**src/rtl/tff_toggle_sequencer_if.sv**
```systemverilog
// Command handshake between a control source and the tff toggle sequencer.
interface tff_toggle_sequencer_if #(
  parameter int NCH = 3,
  parameter int CW  = 8,
  parameter int GW  = 8
);
  localparam int CHW = (NCH > 1) ? $clog2(NCH) : 1;

  logic           cmd_valid;
  logic           cmd_ready;
  logic [CHW-1:0] cmd_ch;
  logic [CW-1:0]  cmd_count;
  logic [GW-1:0]  cmd_gap;

  modport master (
    output cmd_valid,
    output cmd_ch,
    output cmd_count,
    output cmd_gap,
    input  cmd_ready
  );

  modport slave (
    input  cmd_valid,
    input  cmd_ch,
    input  cmd_count,
    input  cmd_gap,
    output cmd_ready
  );
endinterface

```
**src/rtl/tff_toggle_sequencer.sv**
```systemverilog
// Issues a programmed number of single-cycle toggle pulses to one channel of
// a T flip-flop bank per accepted command, with a programmable idle gap.
//
// state | meaning
// IDLE  | waiting for a command, cmd_ready high
// PULSE | one-cycle toggle enable on the latched channel
// GAP   | idle cycles between pulses, counted down from the latched gap
// DONE  | one-cycle completion strobe (err if the channel was out of range)
module tff_toggle_sequencer #(
  parameter int NCH = 3,
  parameter int CW  = 8,
  parameter int GW  = 8
) (
  input  logic                  clk,
  input  logic                  rst,
  tff_toggle_sequencer_if.slave cmd,
  input  logic                  abort,
  output logic [NCH-1:0]        t_out,
  output logic                  busy,
  output logic                  done,
  output logic                  err,
  output logic [CW-1:0]         pulses_left
);
  localparam int CHW = (NCH > 1) ? $clog2(NCH) : 1;

  typedef enum logic [1:0] {IDLE, PULSE, GAP, DONE} state_t;

  state_t         state_q, state_d;
  logic [CHW-1:0] ch_q, ch_d;
  logic [GW-1:0]  gap_q, gap_d;
  logic [GW-1:0]  gap_cnt_q, gap_cnt_d;
  logic [CW-1:0]  left_q, left_d;
  logic [NCH-1:0] t_out_q, t_out_d;
  logic           done_q, done_d;
  logic           err_q, err_d;
  logic           cmd_ch_ok;

  function automatic logic [NCH-1:0] ch_mask(input logic [CHW-1:0] ch);
    return NCH'(1) << ch;
  endfunction

  assign cmd_ch_ok = (32'(cmd.cmd_ch) < NCH);

  always_comb begin
    state_d   = state_q;
    ch_d      = ch_q;
    gap_d     = gap_q;
    gap_cnt_d = gap_cnt_q;
    left_d    = left_q;
    t_out_d   = '0;
    done_d    = 1'b0;
    err_d     = 1'b0;
    case (state_q)
      IDLE: begin
        if (cmd.cmd_valid) begin
          ch_d   = cmd.cmd_ch;
          gap_d  = cmd.cmd_gap;
          left_d = cmd.cmd_count;
          if (cmd.cmd_count == '0) begin
            state_d = DONE;
            done_d  = 1'b1;
          end else if (!cmd_ch_ok) begin
            state_d = DONE;
            done_d  = 1'b1;
            err_d   = 1'b1;
          end else begin
            state_d = PULSE;
            t_out_d = ch_mask(cmd.cmd_ch);
          end
        end
      end
      PULSE: begin
        // The pulse driven this cycle is always counted, even on abort.
        left_d = left_q - 1'b1;
        if (abort || left_q == CW'(1)) begin
          state_d = DONE;
          done_d  = 1'b1;
        end else if (gap_q == '0) begin
          state_d = PULSE;
          t_out_d = ch_mask(ch_q);
        end else begin
          state_d   = GAP;
          gap_cnt_d = gap_q;
        end
      end
      GAP: begin
        if (abort) begin
          state_d = DONE;
          done_d  = 1'b1;
        end else if (gap_cnt_q == GW'(1)) begin
          state_d = PULSE;
          t_out_d = ch_mask(ch_q);
        end else begin
          gap_cnt_d = gap_cnt_q - 1'b1;
        end
      end
      DONE: begin
        state_d = IDLE;
      end
      default: begin
        state_d = IDLE;
      end
    endcase
  end

  always_ff @(posedge clk or negedge rst) begin
    if (!rst) begin
      state_q   <= IDLE;
      ch_q      <= '0;
      gap_q     <= '0;
      gap_cnt_q <= '0;
      left_q    <= '0;
      t_out_q   <= '0;
      done_q    <= 1'b0;
      err_q     <= 1'b0;
    end else begin
      state_q   <= state_d;
      ch_q      <= ch_d;
      gap_q     <= gap_d;
      gap_cnt_q <= gap_cnt_d;
      left_q    <= left_d;
      t_out_q   <= t_out_d;
      done_q    <= done_d;
      err_q     <= err_d;
    end
  end

  assign t_out         = t_out_q;
  assign done          = done_q;
  assign err           = err_q;
  assign pulses_left   = left_q;
  assign busy          = (state_q != IDLE);
  assign cmd.cmd_ready = (state_q == IDLE);
endmodule

```
**src/flat_wrapper.sv**
```systemverilog
// flat-port wrapper written by rule: the top's interface ports become plain ports
module tff_toggle_sequencer_flat 
#(
  parameter int NCH = 3,
  parameter int CW  = 8,
  parameter int GW  = 8
)
  (clk, rst, abort, t_out, busy, done, err, pulses_left, cmd_cmd_valid, cmd_cmd_ch, cmd_cmd_count, cmd_cmd_gap, cmd_cmd_ready);
  tff_toggle_sequencer_if #(.NCH(NCH), .CW(CW), .GW(GW)) cmd_i ();
  input  logic clk;
  input  logic rst;
  input  logic abort;
  output logic [NCH-1:0] t_out;
  output logic busy;
  output logic done;
  output logic err;
  output logic [CW-1:0] pulses_left;
  input wire logic [$bits(cmd_i.cmd_valid)-1:0] cmd_cmd_valid;
  input wire logic [$bits(cmd_i.cmd_ch)-1:0] cmd_cmd_ch;
  input wire logic [$bits(cmd_i.cmd_count)-1:0] cmd_cmd_count;
  input wire logic [$bits(cmd_i.cmd_gap)-1:0] cmd_cmd_gap;
  output wire logic [$bits(cmd_i.cmd_ready)-1:0] cmd_cmd_ready;
  assign cmd_i.cmd_valid = cmd_cmd_valid;
  assign cmd_i.cmd_ch = cmd_cmd_ch;
  assign cmd_i.cmd_count = cmd_cmd_count;
  assign cmd_i.cmd_gap = cmd_cmd_gap;
  assign cmd_cmd_ready = cmd_i.cmd_ready;
  tff_toggle_sequencer #(.NCH(NCH), .CW(CW), .GW(GW)) u_core (.clk(clk), .rst(rst), .cmd(cmd_i), .abort(abort), .t_out(t_out), .busy(busy), .done(done), .err(err), .pulses_left(pulses_left));
endmodule
```
**config.mk**
```make
export PLATFORM = sky130hd
export DESIGN_NAME = tff_toggle_sequencer_flat
export DESIGN_NICKNAME = d
export VERILOG_FILES = /design/src/rtl/tff_toggle_sequencer_if.sv /design/src/rtl/tff_toggle_sequencer.sv /design/src/flat_wrapper.sv
export SDC_FILE = /design/constraint.sdc
export NUM_CORES = 1
export LEC_CHECK = 0
export ABC_AREA = 1
export CELL_PAD_IN_SITES_DETAIL_PLACEMENT = 0
export CELL_PAD_IN_SITES_GLOBAL_PLACEMENT = 1
export CORE_ASPECT_RATIO = 1.2
export CORE_MARGIN = 1
export CORE_UTILIZATION = 30
export CTS_BUF_LIST = sky130_fd_sc_hd__clkbuf_4 sky130_fd_sc_hd__clkbuf_8
export CTS_CLUSTER_DIAMETER = 100
export DETAILED_ROUTE_END_ITERATION = 10
export PLACE_DENSITY = 0.79
export SYNTH_ARGS = -nofsm -noshare
export SYNTH_HDL_FRONTEND = slang
export SYNTH_SLANG_ARGS = --single-unit
```
**constraint.sdc**
```tcl
create_clock -name clk -period 1.6 [get_ports clk]
set_input_delay 0.32 -clock clk [delete_from_list [all_inputs] [get_ports clk]]
set_output_delay 0.32 -clock clk [all_outputs]
set_load 0.03 [all_outputs]
```
# Word-level counts from Yosys, hierarchy flattened
# Index checks and enable logic that the tools add are counted.
# totals
n_memories	0
rom_bits	0
ff_bits	33
output_inout_bits	15
in_bits	22
latch_bits	0
ram_bits	0
word_cells	67
# op_classes
div_mod_pow	0
add_sub_neg	2
n_reduce_logical	11
muxes	32
magnitude_cmp	1
n_shift	2
multipliers	0
bitwise_logic	0
eq_ne	11
# ops
cell	n
two-way mux 8 bit	5
one-hot mux 8 bit (2 select lines)	2
two-way mux 3 bit	7
== test 8 x 1 -> 1 bit (second input constant)	2
zero test 8 bit	2
subtractor 8 x 1 -> 8 bit (second input constant)	2
two-way mux 2 bit	7
!= test 2 bit (second input constant)	5
one-hot mux 3 bit (3 select lines)	1
two-way mux 1 bit	8
one-hot mux 2 bit (4 select lines)	1
AND reduction 2 bit	3
nonzero test 2 bit	3
<< shifter 1 x 2 -> 3 bit (first input constant)	2
AND reduction 5 bit	1
== test 2 bit (second input constant)	2
!= test 3 x 2 -> 1 bit (second input constant)	1
one-hot mux 1 bit (3 select lines)	1
== test 2 x 1 -> 1 bit (second input constant)	1
zero test 2 bit	1
< comparator 2 bit (second input constant)	1
logical OR 1 bit	1

# Longest topological paths before layout
# Gate-level depths: netlist of run 1.
# depth
depth_word	5
depth_mapped	11
depth_no_buf	11

# Least setup slack after synthesis of run 1
# Ideal clock, no wire load.
# synth_path
kind	register -> register
start	register u_core.state_q[1]
end	register u_core.state_q[0]
t_required_ns	1.478
stages_incl_launch_ff	7
period_less_slack_ns	1.777
t_arrival_ns	1.655
setup_slack_ns	-0.177
cell_sequence	dfrtp_1 -> nor2_1 -> inv_1 -> nor2_1 -> nor2_1 -> o21ai_0 -> nor2_1
# synth_via
elab_chain_len	3
# synth_rtl
item	line_no	source
from (decl)	tff_toggle_sequencer.sv:28	state_t state_q, state_d;
from (signal assigned)	tff_toggle_sequencer.sv:117	state_q <= state_d;
zero test 2 bit (*)	n/a	
net cmd_cmd_ready	flat_wrapper.sv:22	output wire logic [$bits(cmd_i.cmd_ready)-1:0] cmd_cmd_ready;
!= test 2 bit (no line)	n/a	
AND reduction 2 bit (no line)	n/a	
# Mark *: on every way through the listed nets, which the timed path passes. The rest lies on a longest branch.
# A chain may end at the register's enable or synchronous reset.

# Worst setup path after layout of run 1
# layout_path
start	register u_core.state_q[0]
end	output busy
# layout_via
elab_chain_len	1
# layout_rtl
item	line_no	source
nonzero test 2 bit	tff_toggle_sequencer.sv:132	assign busy = (state_q != IDLE);
to (decl)	flat_wrapper.sv:14	output logic busy;
# Every way passes these cells.

==> metrics.txt, run 1 <==
status finished, final reports clean; # clock sinks 33; Post-Place Setup Slack between 0.02 and 0.025 ns; most common cell after layout, fill and taps aside nand2_1; Ant. Diodes 0; worst path buffer plus inverter count 3; total power 5.17 mW; setup TNS 0 ns; Largest delay share family, worst path buffers and inverters; DP HPWL between 3000 and 4000 µm; fmax ~0.66 GHz; Placed Instances ~400; clock network power share 12.9%; CP required around 1.3 ns; Gate power share a little under three fifths; R2R Path End u_core.gap_cnt_q[7]; sw frac 46.3%; most frequent cells in the layout nand2_1 (89), nor2_1 (35), dfrtp_1 (33), inv_1 (25), clkdlybuf4s50_1 (21); Worst Tran Pin Value 0.320 ns; reg-to-reg startpoint u_core.pulses_left[3]; Final #Nets 346; die area between 6000 and 7000 µm²; Post-CTS Hold Buffers 0; Psw 2.39 mW; Synth Cell Area 1920 µm²; CTS H-tree lvls 2; Worst slew margin 78.7%; worst path cell trace buf_4, nor2_4, inv_1, buf_4; register area 826 µm²; Total Wirelength 4610 µm; CTS tree done; drt via density 4.44; area grow syn2layout 36.9%; cell count after synthesis 264; worst skew pair latency 0.29 ns; multi-input logic area ~970 µm²; WL/cell 11.4 µm; RSZ-0062 raised after global routing no; Post-DRT Antenna Nets 0; CP startpoint kind flip-flop; DRC errors left 0; minimum clock period after layout roughly 1.5 ns; CP Class flip-flop to output port; post-synthesis cell type count 28; crit-path max FO 4; VDD IR max 0.000805 V; CTS max path bufs 2; CP max-delay cell dfrtp_1; CP dominant cell by count buf_4; Final Hold Viols 0; GR Util All Layers 15.7%; gp weighted congestion 0.796; number of global-route vias before repair 1710; fin. max-slew vios 0; largest net degree at the start of global routing 34; drt first pass iters 4; type of the worst min-delay path input port to async pin; FF-to-FF path depth 10; # fillers 667; via count approximately 1800; crit end category output port; reg-to-reg setup timing slack 0.13 ns; Yosys reg bits 33; max-cap viol count 0; root buffer cell clkbuf_8; Port Buffers 36; synth top area cells dfrtp_1 (43%), nand2_1 (17%), nor2_1 (7.2%), inv_1 (4.9%), nand3_1 (3.7%); Worst-path clk slew 0.08 ns; row count 31; gr ovfl total 0; count of synthesis-stage warnings from yosys 0; Die Wd about 75 µm; io pins 37; initial antenna violation count 0; Initial Util 31.5%; chip height 89.6 µm; Final period util 94.5%; leakage dissipation 1.38 nW; Seq pwr share 29.8%; post-synth top area share 43.1%; Slowest Stage Delay on Critical Path 0.39 ns; crit path DAT 1.19 ns; first-pass GRT wire length 7890 µm; Initial DRC Count 121; fin cells 403; pwr/cell area 1970 nW/µm²; Avg Synthesized Cell Area 7.27 µm²; Final WS setup 0.0887 ns; Post-CTS Resized 9; Setup Buffers After CTS 0; area of the core approximately 6100 µm²; Final setup viols 0; top cell type by total area after synthesis dfrtp_1; cell-internal power 2.78 mW; share of cells above drive strength 1 ~14%; total CTS buffers 5; post-synthesis net count 290; sequential area share after synthesis between 40% and 50%; clock skew ~0.010 ns
-- layer usage --
| metal | vias up | wire [µm] | track usage (%) |
|---|---|---|---|
| li1 | 946 | - | - |
| met1 | 801 | 2110 | 19.5 |
| met2 | 38 | 2290 | 27.0 |
| met3 | 5 | 162 | 3.57 |
| met4 | 0 | 53 | 4.97 |
| met5 | - | 0 | 0 |
-- worst reg2reg max path: stages (launching register included) --
cell,delay (ns)
dfrtp_1,0.41
inv_1,0.08
nand2_1,0.06
nor2_1,0.17
nand2_1,0.13
nand2_1,0.11
nand2_2,0.08
nand2_4,0.11
inv_1,0.09
nand2_1,0.07
nand2_1,0.05
-- sequential cells by signal (all words and copies together) (netlist names) --
signal / cells
u_core.pulses_left: 8
u_core.err: 1
u_core.state_q: 2
u_core.gap_cnt_q: 8
u_core.gap_q: 8
u_core.ch_q: 2
u_core.done: 1
u_core.t_out: 3
-- through the flow --
step           cell area (µm²)  hold WS [ns]  utilization [%]
6_report                  2630         0.397             43.1
5_1_grt                   2630         0.430             43.1
4_1_cts                   2600         0.402             42.7
3_5_place_dp              2520         0.472             41.3
3_3_place_gp              2520         0.463             41.3
2_1_floorplan             1920        0.0244                -
-- cell families after synthesis --
logic type / Yosys count / synth area share (%)
buffers and inverters: 35 / 7.63
multiplexers: 1 / 0.522
AO/OA/AOI/OAI: 30 / 9.65
XOR/XNOR: 5 / 2.28
flip-flops: 33 / 43.1
adder cells (fa/ha/maj): 4 / 2.61
AND/OR/NAND/NOR: 156 / 34.2
-- Yosys cell counts --
cell,n
o221ai_1,1
nor2_1,37
o21bai_1,1
nand4_1,7
a21oi_1,5
nor2_4,1
nand2_1,89
o22ai_1,1
nand2_2,2
o211ai_1,2
ha_1,4
buf_6,1
mux2i_1,1
or2_2,1
o21ai_2,5
nand3_1,14
buf_2,3
inv_1,25
inv_2,5
dfrtp_1,33
nor3_1,4
o21ai_1,2
xnor2_1,2
buf_4,1
nor2_8,1
xor2_1,3
o21ai_0,12
a31o_1,1
-- layout make-up --
class,count,share of cell area (%)
clock buffers,8,3.48
inverters,30,4.29
multi-input cells,196,36.8
flip-flops and latches,33,31.5
well taps,82,3.91
repair buffers,54,20.1
-- power by group through the flow --
stage | registers [mW] | logic, mW | clock network, mW
global route | 1.59 | 3.33 | 0.735
global placement | 1.55 | 3.01 | 0
floorplan | 1.74 | 1.74 | 0
CTS | 1.54 | 2.96 | 0.689
detailed placement | 1.55 | 3.02 | 0
finish | 1.54 | 2.96 | 0.668
-- how the worst max path moves through the flow --
stage	startpoint	slack [ns]	endpoint	depth (start not counted)
6_report	u_core.state_q[0]	0.09	busy	4
5_1_grt	u_core.pulses_left[3]	0.007	u_core.gap_cnt_q[7]	10
4_1_cts	u_core.t_out[0]	0.003	t_out[0]	1
3_5_place_dp	cmd_cmd_count[5]	0.02	u_core.state_q[1]	10
3_3_place_gp	cmd_cmd_count[5]	0.04	u_core.state_q[1]	10
2_1_floorplan	u_core.pulses_left[1]	0.02	u_core.gap_cnt_q[1]	11
(Power assumes the default switching activity.)
==> run 2, diff against run 1 <==
- HOLD_SLACK_MARGIN: not set -> 0.12
==> results of run 2 <==
The final DEF is identical to that of run 1; final timing and power are the same.
==> run 3, diff against run 2 <==
- SETUP_SLACK_MARGIN: not set -> 0.05
==> run 3 against run 2 <==
  * Non-clock buffer count increased by 1
  * Combinational power about the same
  * Clock power increased by 19%
  * Highest routed layer unchanged
  * Die area unchanged
  * Maximum frequency increased by 0.94%
  * Global-route usage increased by 0.065 points
  * Sequential share of layout area decreased by 0.13 points
  * Critical path type unchanged
==> metrics.txt, run 3 (synthesis results as in run 1) <==
Seq pwr share 29.4% (-0.4 points); Worst slew margin 80.0% (+1.3 points); status finished, final reports clean; first-pass GRT wire length 7860 µm (-0.43%); drt first pass iters 4 (unchanged); VDD IR max 0.000732 V (-9.1%); Total Wirelength 4560 µm (-1.1%); drt via density 4.49 (+1.1%); fin cells 404 (+0.25%); die area 6720 µm² (unchanged); Largest delay share family, worst path flip-flops; CP required 1.28 ns (about the same); worst path buffer plus inverter count 1 (-2); CTS max path bufs 2 (unchanged); CTS H-tree lvls 2 (unchanged); Final Hold Viols 0 (unchanged); Worst-path clk slew 0.07 ns (about the same); initial antenna violation count 0 (unchanged); CP startpoint kind flip-flop; root buffer cell clkbuf_8; RSZ-0062 raised after global routing yes; Final #Nets 347 (+0.29%); largest net degree at the start of global routing 34 (unchanged); Placed Instances 395 (unchanged); worst skew pair latency 0.28 ns (about the same); gp weighted congestion 0.812 (+2.0%); Post-Place Setup Slack 0.0285 ns (+0.00644 ns); Port Buffers 36 (unchanged); pwr/cell area 2010 nW/µm² (+2.3%); DP HPWL 3550 µm (+0.88%); Die Wd 75.0 µm (unchanged); WL/cell 11.3 µm (-1.3%); hold_ws 0.400 ns (+0.00264 ns); clock network power share 14.9% (+2.0 points); leakage dissipation 1.33 nW (-3.6%); worst path cell trace dlygate4sd2_1; sw frac 45.5% (-0.73 points); Final period util 93.6% (-0.88 points); total power 5.33 mW (+3.1%); share of cells above drive strength 1 17.1% (+2.8 points); type of the worst min-delay path input port to async pin; area grow syn2layout 38.0%; setup TNS 0 ns (unchanged); crit path DAT 1.18 ns (about the same); CP max-delay cell dfrtp_1; FF-to-FF path depth 10 (unchanged); # clock sinks 33 (unchanged); clock skew 0.00585 ns (-0.00421 ns); CTS tree done; crit end category output port; Psw 2.43 mW (+1.5%); Final setup viols 0 (unchanged); Post-CTS Hold Buffers 0 (unchanged); DRC errors left 0 (unchanged); total CTS buffers 5 (unchanged); Ant. Diodes 0 (unchanged); minimum clock period after layout 1.50 ns (-0.0141 ns); chip height 89.6 µm (unchanged); max-cap viol count 0 (unchanged); via count 1814 (+1.3%); crit-path max FO 5 (+1); R2R Path End u_core.gap_cnt_q[4]; io pins 37 (unchanged); gr ovfl total 0 (unchanged); CP Class flip-flop to output port; cell-internal power 2.90 mW (+4.6%); Post-DRT Antenna Nets 0 (unchanged); Initial DRC Count 102 (-16%); area of the core 6090 µm² (unchanged); Initial Util 31.5% (unchanged); fmax 0.668 GHz (+0.94%); number of global-route vias before repair 1762 (+3.0%); reg-to-reg setup timing slack 0.16 ns (+0.03 ns); GR Util All Layers 15.8% (+0.065 points); reg-to-reg startpoint u_core.pulses_left[0]; most frequent cells in the layout nand2_1 (89), nor2_1 (32), dfrtp_1 (30), inv_1 (23), clkdlybuf4s50_1 (21); most common cell after layout, fill and taps aside nand2_1; Worst Tran Pin Value 0.301 ns (-0.0182 ns); Gate power share 55.7% (-1.5 points); row count 31 (unchanged); Final WS setup 0.103 ns (+0.0141 ns); Slowest Stage Delay on Critical Path 0.46 ns (+0.07 ns); fin. max-slew vios 0 (unchanged)
[run 3: worst max path at each step]
stage	from	endpoint	slack [ns]	cells after the start
3_5_place_dp	cmd_cmd_count[7]	u_core.state_q[1]	0.03	10
6_report	u_core.pulses_left[6]	pulses_left[6]	0.10	1
2_1_floorplan	u_core.state_q[1]	u_core.state_q[0]	0.07	6
3_3_place_gp	cmd_cmd_count[5]	u_core.state_q[1]	0.04	10
4_1_cts	u_core.pulses_left[1]	u_core.gap_cnt_q[5]	0.05	11
5_1_grt	u_core.pulses_left[6]	pulses_left[6]	0.04	1
[run 3: per-stage QoR]
| stage | instance area, µm² | util, % |
|---|---|---|
| after CTS | 2620 | 43.0 |
| after floorplan | 1920 | - |
| after global placement | 2520 | 41.4 |
| after detailed placement | 2520 | 41.4 |
| after global routing | 2650 | 43.5 |
| final | 2650 | 43.5 |
[run 3: what timing repair did]
action | CTS | global route
hold endpoints to repair | 0 | 0
setup endpoints to repair | 14 | 12
setup buffers | 0 | 1
resized for setup | 13 | 10
pin swaps | 0 | 3
[run 3: final cells by class]
class / count / area, µm²
Tap cell: 82 / 103
Timing Repair Buffer: 55 / 519
Sequential cell: 33 / 830
Inverter: 30 / 113
Multi-Input combinational cell: 196 / 968
Clock buffer: 5 / 68.8
Fill cell: 662 / 3440
Clock inverter: 3 / 46.3
[run 3: per-layer routing]
metal | vias up | GRT usage (%) | wire, µm
met5 | - | 0 | 0
met4 | 0 | 5.66 | 48
met3 | 4 | 3.35 | 164
met2 | 32 | 27.1 | 2330
met1 | 829 | 19.5 | 2020
li1 | 949 | - | -
[run 3: power groups by stage]
| stage | logic, mW | clock network [mW] | registers, mW |
|---|---|---|---|
| after CTS | 2.93 | 0.826 | 1.55 |
| final | 2.97 | 0.796 | 1.57 |
| after global routing | 3.36 | 0.871 | 1.62 |
| after floorplan | 1.74 | 0 | 1.74 |
| after detailed placement | 3.01 | 0 | 1.57 |
| after global placement | 2.99 | 0 | 1.57 |
